### src/rtl/rana_position_ctrl_if.sv
// Frog controller bus: debounced buttons and hazard map in, frog layer and game status out.
interface rana_position_ctrl_if #(
    parameter int ROWS = 8,
    parameter int COLS = 8
);
    logic                      Rana_Up;
    logic                      Rana_Down;
    logic                      Rana_Left;
    logic                      Rana_Right;
    logic [ROWS*COLS-1:0]      Rana_Hazard_Map;
    logic [ROWS*COLS-1:0]      Rana_Led_Map_Bus;
    logic [$clog2(ROWS)-1:0]   Rana_Row;
    logic [$clog2(COLS)-1:0]   Rana_Col;
    logic [2:0]                Rana_Lives;
    logic                      Rana_Win;
    logic                      Rana_Dead;
    logic                      Rana_Game_Over;

    modport master (
        output Rana_Up, Rana_Down, Rana_Left, Rana_Right, Rana_Hazard_Map,
        input  Rana_Led_Map_Bus, Rana_Row, Rana_Col, Rana_Lives,
               Rana_Win, Rana_Dead, Rana_Game_Over
    );

    modport slave (
        input  Rana_Up, Rana_Down, Rana_Left, Rana_Right, Rana_Hazard_Map,
        output Rana_Led_Map_Bus, Rana_Row, Rana_Col, Rana_Lives,
               Rana_Win, Rana_Dead, Rana_Game_Over
    );
endinterface

### src/rtl/rana_position_ctrl.sv
// Frogger frog controller: button moves with auto-repeat, collision/goal detection,
// lives tracking and respawn dwell. All outputs come straight from registers.
module rana_position_ctrl #(
    parameter int ROWS           = 8,
    parameter int COLS           = 8,
    parameter int START_COL      = COLS/2-1,
    parameter int LIVES          = 3,
    parameter int HOLD_CYCLES    = 25_000_000,
    parameter int REPEAT_CYCLES  = 10_000_000,
    parameter int RESPAWN_CYCLES = 50_000_000,
    parameter int WRAP_COLS      = 0
) (
    input  logic                  Rana_CLOCK_50,
    input  logic                  Rana_Reset,
    rana_position_ctrl_if.slave   bus
);
    // state | meaning
    // PLAY  | frog accepts moves, hazards checked
    // WIN   | goal reached, dwelling before respawn
    // DEAD  | collision, dwelling before respawn or game over
    // OVER  | no lives left, frozen until reset
    typedef enum logic [1:0] {S_PLAY, S_WIN, S_DEAD, S_OVER} state_t;

    localparam int RW   = $clog2(ROWS);
    localparam int CW   = $clog2(COLS);
    localparam int N    = ROWS*COLS;
    localparam int PW   = $clog2(N);
    localparam int TMAX = (HOLD_CYCLES > REPEAT_CYCLES) ? HOLD_CYCLES : REPEAT_CYCLES;
    localparam int TW   = $clog2(TMAX+1);
    localparam int DW   = $clog2(RESPAWN_CYCLES+1);

    state_t         r_state, w_state_nxt;
    logic [RW-1:0]  r_row, w_row_nxt;
    logic [CW-1:0]  r_col, w_col_nxt;
    logic [N-1:0]   r_led, w_led_nxt;
    logic [2:0]     r_lives, w_lives_nxt;
    logic           r_win, w_win_nxt;
    logic           r_dead, w_dead_nxt;
    logic           r_goal, w_goal_nxt;
    logic [3:0]     r_btn_prev;
    logic [TW-1:0]  r_rpt, w_rpt_nxt;
    logic           r_rpt_act, w_rpt_act_nxt;
    logic [DW-1:0]  r_dwell, w_dwell_nxt;

    logic [3:0]     w_btn;
    logic           w_single, w_press, w_hold, w_move;
    logic [PW-1:0]  w_idx, w_idx_nxt;

    assign w_btn     = {bus.Rana_Up, bus.Rana_Down, bus.Rana_Left, bus.Rana_Right};
    assign w_single  = $onehot(w_btn);
    assign w_press   = w_single && ((w_btn & r_btn_prev) == 4'b0000);
    assign w_hold    = w_single && (w_btn == r_btn_prev) && r_rpt_act;
    assign w_idx     = PW'(r_row) * PW'(COLS) + PW'(r_col);
    assign w_idx_nxt = PW'(w_row_nxt) * PW'(COLS) + PW'(w_col_nxt);
    assign w_led_nxt = N'(1) << w_idx_nxt;

    always_ff @(posedge Rana_CLOCK_50 or negedge Rana_Reset) begin
        if (!Rana_Reset) begin
            r_state    <= S_PLAY;
            r_row      <= '0;
            r_col      <= CW'(START_COL);
            r_led      <= N'(1) << START_COL;
            r_lives    <= 3'(LIVES);
            r_win      <= 1'b0;
            r_dead     <= 1'b0;
            r_goal     <= 1'b0;
            r_btn_prev <= 4'b0000;
            r_rpt      <= '0;
            r_rpt_act  <= 1'b0;
            r_dwell    <= '0;
        end else begin
            r_state    <= w_state_nxt;
            r_row      <= w_row_nxt;
            r_col      <= w_col_nxt;
            r_led      <= w_led_nxt;
            r_lives    <= w_lives_nxt;
            r_win      <= w_win_nxt;
            r_dead     <= w_dead_nxt;
            r_goal     <= w_goal_nxt;
            r_btn_prev <= w_btn;
            r_rpt      <= w_rpt_nxt;
            r_rpt_act  <= w_rpt_act_nxt;
            r_dwell    <= w_dwell_nxt;
        end
    end

    always_comb begin
        w_state_nxt   = r_state;
        w_row_nxt     = r_row;
        w_col_nxt     = r_col;
        w_lives_nxt   = r_lives;
        w_win_nxt     = 1'b0;
        w_dead_nxt    = 1'b0;
        w_goal_nxt    = 1'b0;
        w_rpt_nxt     = '0;
        w_rpt_act_nxt = 1'b0;
        w_dwell_nxt   = r_dwell;
        w_move        = 1'b0;
        case (r_state)
            S_PLAY: begin
                // A pending goal wins over everything; the frog has already arrived.
                if (r_goal) begin
                    w_win_nxt   = 1'b1;
                    w_state_nxt = S_WIN;
                    w_dwell_nxt = DW'(RESPAWN_CYCLES-1);
                end else if (bus.Rana_Hazard_Map[w_idx]) begin
                    w_lives_nxt = (r_lives != 3'd0) ? r_lives - 3'd1 : 3'd0;
                    w_dead_nxt  = 1'b1;
                    w_state_nxt = S_DEAD;
                    w_dwell_nxt = DW'(RESPAWN_CYCLES-1);
                end else begin
                    if (w_press) begin
                        w_move        = 1'b1;
                        w_rpt_nxt     = TW'(HOLD_CYCLES-1);
                        w_rpt_act_nxt = 1'b1;
                    end else if (w_hold) begin
                        w_rpt_act_nxt = 1'b1;
                        if (r_rpt == '0) begin
                            w_move    = 1'b1;
                            w_rpt_nxt = TW'(REPEAT_CYCLES-1);
                        end else begin
                            w_rpt_nxt = r_rpt - TW'(1);
                        end
                    end
                    if (w_move) begin
                        case (w_btn)
                            4'b1000: if (r_row != RW'(ROWS-1)) w_row_nxt = r_row + RW'(1);
                            4'b0100: if (r_row != '0) w_row_nxt = r_row - RW'(1);
                            4'b0010: begin
                                if (r_col != '0)         w_col_nxt = r_col - CW'(1);
                                else if (WRAP_COLS != 0) w_col_nxt = CW'(COLS-1);
                            end
                            4'b0001: begin
                                if (r_col != CW'(COLS-1)) w_col_nxt = r_col + CW'(1);
                                else if (WRAP_COLS != 0)  w_col_nxt = '0;
                            end
                            default: ;
                        endcase
                    end
                    w_goal_nxt = w_move && (w_row_nxt == RW'(ROWS-1));
                end
            end
            S_WIN, S_DEAD: begin
                if (r_dwell == '0) begin
                    if (r_state == S_DEAD && r_lives == 3'd0) begin
                        w_state_nxt = S_OVER;
                    end else begin
                        w_state_nxt = S_PLAY;
                        w_row_nxt   = '0;
                        w_col_nxt   = CW'(START_COL);
                    end
                end else begin
                    w_dwell_nxt = r_dwell - DW'(1);
                end
            end
            default: ;
        endcase
    end

    assign bus.Rana_Led_Map_Bus = r_led;
    assign bus.Rana_Row         = r_row;
    assign bus.Rana_Col         = r_col;
    assign bus.Rana_Lives       = r_lives;
    assign bus.Rana_Win         = r_win;
    assign bus.Rana_Dead        = r_dead;
    assign bus.Rana_Game_Over   = (r_state == S_OVER);
endmodule

### src/flat_wrapper.sv
// flat-port wrapper written by rule: the top's interface ports become plain ports
module rana_position_ctrl_flat 
#(
    parameter int ROWS           = 8,
    parameter int COLS           = 8,
    parameter int START_COL      = COLS/2-1,
    parameter int LIVES          = 3,
    parameter int HOLD_CYCLES    = 25_000_000,
    parameter int REPEAT_CYCLES  = 10_000_000,
    parameter int RESPAWN_CYCLES = 50_000_000,
    parameter int WRAP_COLS      = 0
)
  (Rana_CLOCK_50, Rana_Reset, bus_Rana_Up, bus_Rana_Down, bus_Rana_Left, bus_Rana_Right, bus_Rana_Hazard_Map, bus_Rana_Led_Map_Bus, bus_Rana_Row, bus_Rana_Col, bus_Rana_Lives, bus_Rana_Win, bus_Rana_Dead, bus_Rana_Game_Over);
  rana_position_ctrl_if #(.ROWS(ROWS), .COLS(COLS)) bus_i ();
  input  logic Rana_CLOCK_50;
  input  logic Rana_Reset;
  input wire logic [$bits(bus_i.Rana_Up)-1:0] bus_Rana_Up;
  input wire logic [$bits(bus_i.Rana_Down)-1:0] bus_Rana_Down;
  input wire logic [$bits(bus_i.Rana_Left)-1:0] bus_Rana_Left;
  input wire logic [$bits(bus_i.Rana_Right)-1:0] bus_Rana_Right;
  input wire logic [$bits(bus_i.Rana_Hazard_Map)-1:0] bus_Rana_Hazard_Map;
  output wire logic [$bits(bus_i.Rana_Led_Map_Bus)-1:0] bus_Rana_Led_Map_Bus;
  output wire logic [$bits(bus_i.Rana_Row)-1:0] bus_Rana_Row;
  output wire logic [$bits(bus_i.Rana_Col)-1:0] bus_Rana_Col;
  output wire logic [$bits(bus_i.Rana_Lives)-1:0] bus_Rana_Lives;
  output wire logic [$bits(bus_i.Rana_Win)-1:0] bus_Rana_Win;
  output wire logic [$bits(bus_i.Rana_Dead)-1:0] bus_Rana_Dead;
  output wire logic [$bits(bus_i.Rana_Game_Over)-1:0] bus_Rana_Game_Over;
  assign bus_i.Rana_Up = bus_Rana_Up;
  assign bus_i.Rana_Down = bus_Rana_Down;
  assign bus_i.Rana_Left = bus_Rana_Left;
  assign bus_i.Rana_Right = bus_Rana_Right;
  assign bus_i.Rana_Hazard_Map = bus_Rana_Hazard_Map;
  assign bus_Rana_Led_Map_Bus = bus_i.Rana_Led_Map_Bus;
  assign bus_Rana_Row = bus_i.Rana_Row;
  assign bus_Rana_Col = bus_i.Rana_Col;
  assign bus_Rana_Lives = bus_i.Rana_Lives;
  assign bus_Rana_Win = bus_i.Rana_Win;
  assign bus_Rana_Dead = bus_i.Rana_Dead;
  assign bus_Rana_Game_Over = bus_i.Rana_Game_Over;
  rana_position_ctrl #(.ROWS(ROWS), .COLS(COLS), .START_COL(START_COL), .LIVES(LIVES), .HOLD_CYCLES(HOLD_CYCLES), .REPEAT_CYCLES(REPEAT_CYCLES), .RESPAWN_CYCLES(RESPAWN_CYCLES), .WRAP_COLS(WRAP_COLS)) u_core (.Rana_CLOCK_50(Rana_CLOCK_50), .Rana_Reset(Rana_Reset), .bus(bus_i));
endmodule
### config.mk
export PLATFORM = sky130hd
export DESIGN_NAME = rana_position_ctrl_flat
export DESIGN_NICKNAME = d
export VERILOG_FILES = /design/src/rtl/rana_position_ctrl_if.sv /design/src/rtl/rana_position_ctrl.sv /design/src/flat_wrapper.sv
export SDC_FILE = /design/constraint.sdc
export NUM_CORES = 1
export LEC_CHECK = 0
export CORE_AREA = 5 5 141 143
export CTS_BUF_LIST = sky130_fd_sc_hd__clkbuf_2 sky130_fd_sc_hd__clkbuf_4 sky130_fd_sc_hd__clkbuf_8
export CTS_CLUSTER_DIAMETER = 50
export DETAILED_ROUTE_END_ITERATION = 10
export DIE_AREA = 0 0 146 148
export SLEW_MARGIN = 20
export SYNTH_ARGS = -nofsm -noshare
export SYNTH_HDL_FRONTEND = slang
export SYNTH_SLANG_ARGS = --single-unit
### constraint.sdc
create_clock -name Rana_CLOCK_50 -period 4.52 [get_ports Rana_CLOCK_50]
set_input_delay 0.904 -clock Rana_CLOCK_50 [delete_from_list [all_inputs] [get_ports Rana_CLOCK_50]]
set_output_delay 0.904 -clock Rana_CLOCK_50 [all_outputs]
set_load 0.03 [all_outputs]
### After elaboration in Yosys (flattened, before gate mapping)

Index checks and enable logic that the tools add are counted.

| word-level totals | value |
|---|---|
| output and inout port bits | 76 |
| register bits | 134 |
| logic and storage cells | 119 |

| cells by class | value |
|---|---|
| reduce and logical (&&, ||, !) cells | 18 |
| $lt $le $gt $ge | 1 |
| bitwise operators | 2 |
| shift-type cells | 1 |
| add/subtract/negate cells | 12 |
| multiplexer cells | 58 |
| eq/ne operators | 15 |

Operator list:

| kind | number |
|---|---|
| 2-to-1 mux 25 bit | 6 |
| 2-to-1 mux 26 bit | 3 |
| << shifter 1 x 6 -> 64 bit, first input constant | 1 |
| 2-to-1 mux 3 bit | 18 |
| case mux 26 bit (2 select lines) | 1 |
| zero test 26 bit | 1 |
| subtractor 26 x 1 -> 26 bit, second input constant | 1 |
| zero test 25 bit | 1 |
| subtractor 25 x 1 -> 25 bit, second input constant | 1 |
| case mux 3 bit (2 select lines) | 4 |
| 2-to-1 mux 1 bit | 20 |
| adder 6 x 3 -> 6 bit | 2 |
| AND reduction 3 bit | 3 |
| nonzero test 3 bit | 3 |
| subtractor 3 x 1 -> 3 bit, second input constant | 3 |
| 2-to-1 mux 2 bit | 4 |
| less-than comparator 6 x 7 -> 1 bit, second input constant | 1 |
| adder 3 x 1 -> 3 bit, second input constant | 2 |
| binary-select mux 1 bit (select 6 bit) | 1 |
| != test 3 bit, second input constant | 2 |
| logical AND 1 bit | 5 |
| adder 1 x 1 -> 2 bit | 2 |
| AND 4 bit | 1 |
| equality test 2 bit, second input constant | 2 |
| other kinds (19) | 19 |

### Depth between registers and ports, before layout

| depth | value |
|---|---|
| depth in word-level cells | 19 |
| mapped depth | 15 |
| gate-level depth less buffers | 13 |

### Worst setup path before layout

OpenSTA, ideal clock, no wires.

| path | value |
|---|---|
| path type | input to register |
| from | input bus_Rana_Right |
| to | register u_core.r_led[44] (netlist: u_core.bus.Rana_Led_Map_Bus[44]) |
| data arrival time | 4.110 ns |
| library setup time | 0.096 ns |
| slack | 0.314 ns |
| path buffers | 2 |
| cell stages on the path | 14 |
| path through | inv_1 > ha_1 > ha_1 > fa_1 > nor3b_1 > nand3b_1 > o31a_1 > nor2_1 > nand4_4 > o211a_1 > or3_1 > buf_2 > buf_2 > nor4_2 |

| between the ends | value |
|---|---|
| cells in the longest elaborated chain, start to end | 19 |
| elaborated cells between the ends (all ways) | 33 |
| those cells by class | add/sub (3); eq/ne (6); shift (1); mux (18); bitwise (1); reduce/logical (4) |

RTL lines:

| item | RTL line | text |
|---|---|---|
| from (decl) | flat_wrapper.sv:20 | `input wire logic [$bits(bus_i.Rana_Right)-1:0] bus_Rana_Right;` |
| adder 1 x 1 -> 2 bit (not written as such) | rana_position_ctrl.sv:50 | `assign w_single = $onehot(w_btn);` |
| adder 3 bit (not written as such) | rana_position_ctrl.sv:50 |  |
| equality test 3 x 1 -> 1 bit | rana_position_ctrl.sv:50 |  |
| logical AND 1 bit (2 in series) | rana_position_ctrl.sv:52 | `assign w_hold = w_single && (w_btn == r_btn_prev) && r_rpt_act;` |
| 2-to-1 mux 1 bit | rana_position_ctrl.sv:116 | `end else if (w_hold) begin` |
| 2-to-1 mux 1 bit | rana_position_ctrl.sv:112 | `if (w_press) begin` |
| 2-to-1 mux 1 bit | rana_position_ctrl.sv:106 | `end else if (bus.Rana_Hazard_Map[w_idx]) begin` |
| 2-to-1 mux 1 bit | rana_position_ctrl.sv:102 | `if (r_goal) begin` |
| [3 not listed] | - |  |
| 2-to-1 mux 3 bit | rana_position_ctrl.sv:102 |  |
| 2-to-1 mux 3 bit | rana_position_ctrl.sv:99 | `case (r_state)` |
| 2-to-1 mux 3 bit | rana_position_ctrl.sv:106 |  |
| 2-to-1 mux 3 bit | rana_position_ctrl.sv:102 |  |
| case mux 3 bit (2 select lines) | rana_position_ctrl.sv:99 |  |
| adder 6 x 3 -> 6 bit * | rana_position_ctrl.sv:54 | `assign w_idx_nxt = PW'(w_row_nxt) * PW'(COLS) + PW'(w_col_nxt);` |
| << shifter 1 x 6 -> 64 bit * | rana_position_ctrl.sv:55 | `assign w_led_nxt = N'(1) << w_idx_nxt;` |
| via u_core.w_led_nxt[44] | rana_position_ctrl.sv:35 | `logic [N-1:0] r_led, w_led_nxt;` |
| to (signal assigned) | rana_position_ctrl.sv:62 | `r_led <= N'(1) << START_COL;` |
| to (signal assigned) | rana_position_ctrl.sv:75 | `r_led <= w_led_nxt;` |
| to (decl) | rana_position_ctrl.sv:35 |  |

Mark *: on every way through the listed nets, which the timed path passes. The rest lies on a longest branch. The select of a mux whose other input is x is not followed.
A chain may end at the register's enable or synchronous reset.

### Worst setup path after layout

| path | value |
|---|---|
| from | input bus_Rana_Right |
| to | register u_core.r_led[8] (netlist: u_core.bus.Rana_Led_Map_Bus[8]) |

| between the ends | value |
|---|---|
| cells in the longest elaborated chain, start to end | 19 |
| elaborated cells between the ends (all ways) | 33 |
| those cells by class | add/sub (3); eq/ne (6); shift (1); mux (18); bitwise (1); reduce/logical (4) |

RTL lines:

| item | RTL line | text |
|---|---|---|
| adder 1 x 1 -> 2 bit (not written as such) | rana_position_ctrl.sv:50 |  |
| adder 3 bit (not written as such) | rana_position_ctrl.sv:50 |  |
| equality test 3 x 1 -> 1 bit | rana_position_ctrl.sv:50 |  |
| logical AND 1 bit (2 in series) | rana_position_ctrl.sv:52 |  |
| 2-to-1 mux 1 bit | rana_position_ctrl.sv:116 |  |
| 2-to-1 mux 1 bit | rana_position_ctrl.sv:112 |  |
| 2-to-1 mux 1 bit | rana_position_ctrl.sv:106 |  |
| 2-to-1 mux 1 bit | rana_position_ctrl.sv:102 |  |
| [4 not listed] | - |  |
| 2-to-1 mux 3 bit | rana_position_ctrl.sv:99 |  |
| 2-to-1 mux 3 bit | rana_position_ctrl.sv:106 |  |
| 2-to-1 mux 3 bit | rana_position_ctrl.sv:102 |  |
| case mux 3 bit (2 select lines) | rana_position_ctrl.sv:99 |  |
| adder 6 x 3 -> 6 bit * | rana_position_ctrl.sv:54 |  |
| via u_core.w_idx_nxt[5] | rana_position_ctrl.sv:47 | `logic [PW-1:0] w_idx, w_idx_nxt;` |
| << shifter 1 x 6 -> 64 bit * | rana_position_ctrl.sv:55 |  |
| via u_core.w_led_nxt[8] | rana_position_ctrl.sv:35 |  |

Marked as above.

==> metrics.md <==
| Metric | Value |
|---|---|
| Most frequent CP cell | ha_1 |
| DP HPWL | 14.6 mm |
| Gr ovfl total | 0 |
| CP Cell Sequence | clkdlybuf4s50_1, inv_1, ha_1, ha_1, fa_1, nor3b_2, nand3b_1, o31a_1, o31ai_2, nand3_1, a22o_1, or3_1, buf_4, nor4_1 |
| Commonest non-fill, non-tap cells in the layout | clkdlybuf4s50_1 (144), dfrtp_1 (129), nor4_1 (65) |
| Routing usage on met3 | 7.27% |
| Mapped Nets | 778 |
| Cells after Synth | 680 |
| Clk Latency, worst-skew pair | 460 ps |
| Crit path arrival time | 4640 ps |
| Placed cell area | 0.00908 mm2 |
| Buffers on Ports | 145 |
| Via count | 5987 |
| Mean Syn Cell Area | 10.4 um2 |
| RSZ-0062 raised after global routing | no |
| CTS Sinks | 134 |
| Slowest library cell on the worst path | clkdlybuf4s50_1 |
| Number of flops mapped to enable cells by yosys | 0 |
| Iteration-0 DRC Markers | 313 |
| Total routed wirelength | 20.5 mm |
| Synth async-reset ratio | 100% |
| Post-synthesis register bit count | 134 |
| Final Cell Area | 0.00951 mm2 |
| Sequential share of power | 35.7% |
| Final Util | 51.5% |
| Row Count | 50 |
| Core Box Area | 0.0185 mm2 |
| Startpoint types | input pin |
| Synth warnings | 0 |
| Vias in the first global route | 6383 |
| Pre-CTS setup slack | -281 ps |
| Initial Utilization | 38.2% |
| Layout area overhead | 34.9% |
| Gr busiest metal | met2 |
| Routed len/inst | 18.8 um |
| Worst min path class | reg2reg |
| Initial antenna violation count | 0 |
| Final ANT Viol Nets | 0 |
| Final Max Slew Viols | 0 |
| Switch share | 39.1% |
| Fraction of layout cells with a size suffix above 1 | 14.7% |
| ANT cells | 0 |
| Max_cap viols | 0 |
| Global-route wire length before repair | 33.7 mm |
| Number of post-CTS setup repair buffers | 0 |
| Part of the power in combinational logic | 37.0% |
| Switching pwr | 1480 uW |
| Minimum clock period | 4300 ps |
| Type of the worst setup path | in2reg |
| Final net count | 944 |
| Setup WS post-layout | 221 ps |
| Clock share of power | 27.3% |
| Critical path's largest stage delay | 490 ps |
| First-pass DRT Iterations | 5 |
| Die area | 0.0216 mm2 |
| Crit end category | flip-flop |
| Clock slew at reported path FFs | 90 ps |
| Final Wtd Congestion | 0.826 |
| Cts bufs inserted | 17 |
| Post-synth top flop | dfrtp_1 |
| Vias per Instance | 5.48 |
| Data required, critical path | 4860 ps |
| F_max | 233 MHz |
| Total GRT Usage | 19.3% |
| Int Pwr | 2300 uW |
| Synth Cell Area | 0.00705 mm2 |
| Fin. Hold Viols | 0 |
| CP Buf/Inv Count | 3 |
| Power per cell area | 397 mW/mm2 |
| Largest net degree at the start of global routing | 82 |
| CP max FO | 16 |
| Root buffer cell | clkbuf_8 |
| CTS Hold Buffers Added | 0 |
| H-tree levels | 4 |
| Leak | 0.00400 uW |
| I/O pin count | 146 |
| Synth cell types | 71 |
| # setup viols final | 0 |
| Delay-heaviest family, CP | simple AND/OR/NAND/NOR gates |
| GRT met2 Usage | 32.9% |
| Worst Tran Pin Value | 943 ps |
| Post-Route Skew | 17.4 ps |
| Worst vdd ir | 0.000232 V |
| TritonCTS clock tree | yes |
| Most common cell after layout, fill and taps aside | clkdlybuf4s50_1 |
| Die height | 148 um |
| Die Span X | 146 um |
| Status | finished clean |
| DRC violations left | 0 |
| Tcrit/Tclk final | 95.1% |
| Clk buf depth | 2 |
| Sequential share of the synthesized area | 47.6% |
| Met1 Resource Use GR | 23.6% |
| Worst rel slew slack | 36.7% |
final cells by class:
type	count	area, um2
fillers	1633	8940
multi-input cells	477	3430
flip-flops and latches	134	3360
repair buffers	191	1920
well taps	234	293
clock buffers	17	234
clock inverters	15	175
inverters	25	93.8
power groups by stage:
stage | Sequential [uW] | Clock (uW) | Combinational (uW)
floorplan | 1380 | 0 | 867
detailed placement | 1370 | 0 | 1390
finish | 1350 | 1030 | 1400
global route | 1360 | 1110 | 1530
global placement | 1370 | 0 | 1360
CTS | 1350 | 1060 | 1400
worst reg2reg max path, delay by kind of cell, from the launching register on:
kind                   cells  cell delay (ps)
AO/OA/AOI/OAI              3              940
multiplexers               2              870
flip-flops                 1              850
AND/OR/NAND/NOR            3              720
buffers and inverters      2              280
sequential cells by signal, summed over array words and instances, names as in the netlist, 2 cells and up:
signal                       cells
u_core.r_btn_prev                4
u_core.r_dwell                  26
u_core.bus.Rana_Col              3
u_core.bus.Rana_Row              3
u_core.r_state                   2
u_core.bus.Rana_Lives            3
u_core.bus.Rana_Led_Map_Bus     64
u_core.r_rpt                    25
Yosys cell counts (4+ instances only):
cell	instances	area, um2
a21oi_1	33	165
a22o_1	4	35.0
a22oi_1	5	37.5
and2_1	4	25.0
and3_1	4	25.0
buf_2	14	70.1
clkbuf_1	27	101
dfrtp_1	129	3230
dfstp_2	5	131
ha_1	27	338
inv_1	21	78.8
mux2i_1	16	160
mux4_2	9	203
nand2_1	61	229
nand2b_1	4	25.0
nand3_1	18	90.1
nand3b_1	7	52.6
nand4_1	5	31.3
nor2_1	40	150
nor2b_1	4	25.0
nor3_1	13	65.1
nor4_1	66	413
nor4_2	9	113
nor4b_1	6	52.6
o211ai_1	7	52.6
o21ai_0	14	70.1
o22ai_1	6	37.5
o31a_1	4	35.0
o31ai_1	8	60.1
or3_1	12	75.1
or4_1	6	45.0
xnor2_1	18	158
xor2_1	18	158
per-stage QoR:
| stage | total power (uW) | cells | TNS, ps | hold slack [ps] |
|---|---|---|---|---|
| CTS | 3800 | 1093 | 0 | 499 |
| detailed placement | 2760 | 1061 | -12440 | 486 |
| finish | 3780 | 1093 | 0 | 504 |
| global placement | 2720 | 1061 | -8540 | 482 |
| global route | 4000 | 1093 | 0 | 527 |
| floorplan | 2250 | 680 | 0 | 458 |
per-layer routing:
metal  share of wire [%]  vias to the layer above
met5                   0                        -
met2                  50                      143
met3                 7.2                       14
li1                    -                     2837
met1                  42                     2993
met4                0.87                        0
kinds of logic (layout without fill, tap and decap cells):
kind of cell / after synthesis / in the layout / synth area share, %
compound gates: 111 / 111 / 10.8
simple gates: 274 / 274 / 22.2
fa+ha+maj: 28 / 28 / 5.07
mux: 28 / 28 / 5.62
xor+xnor: 36 / 36 / 4.47
flops: 134 / 134 / 47.6
buf+inv: 69 / 248 / 4.19
path summary, 6_finish.rpt:
check / from / to / slack, ps / cells past startpoint
setup / recovery: bus_Rana_Right / u_core.bus.Rana_Led_Map_Bus[8]$_DFF_PN0_ / 220 / 14
hold / removal: u_core.r_rpt[0]$_DFF_PN0_ / u_core.r_rpt[0]$_DFF_PN0_ / 500 / 1
setup reg to reg: u_core.bus.Rana_Col[0]$_DFF_PN1_ / u_core.bus.Rana_Led_Map_Bus[18]$_DFF_PN0_ / 740 / 10
hold reg to reg: u_core.r_rpt[0]$_DFF_PN0_ / u_core.r_rpt[0]$_DFF_PN0_ / 500 / 1
max in group asynchronous: Rana_Reset / u_core.bus.Rana_Lives[1]$_DFFE_PN1P_ / 3110 / 2
min in group asynchronous: Rana_Reset / u_core.r_rpt[6]$_DFF_PN0_ / 510 / 1
timing repair:
item,in CTS,in global routing
hold endpoints to repair,0,0
resized for setup,0,6
setup endpoints to repair,0,37
(Power assumes the default switching activity.)
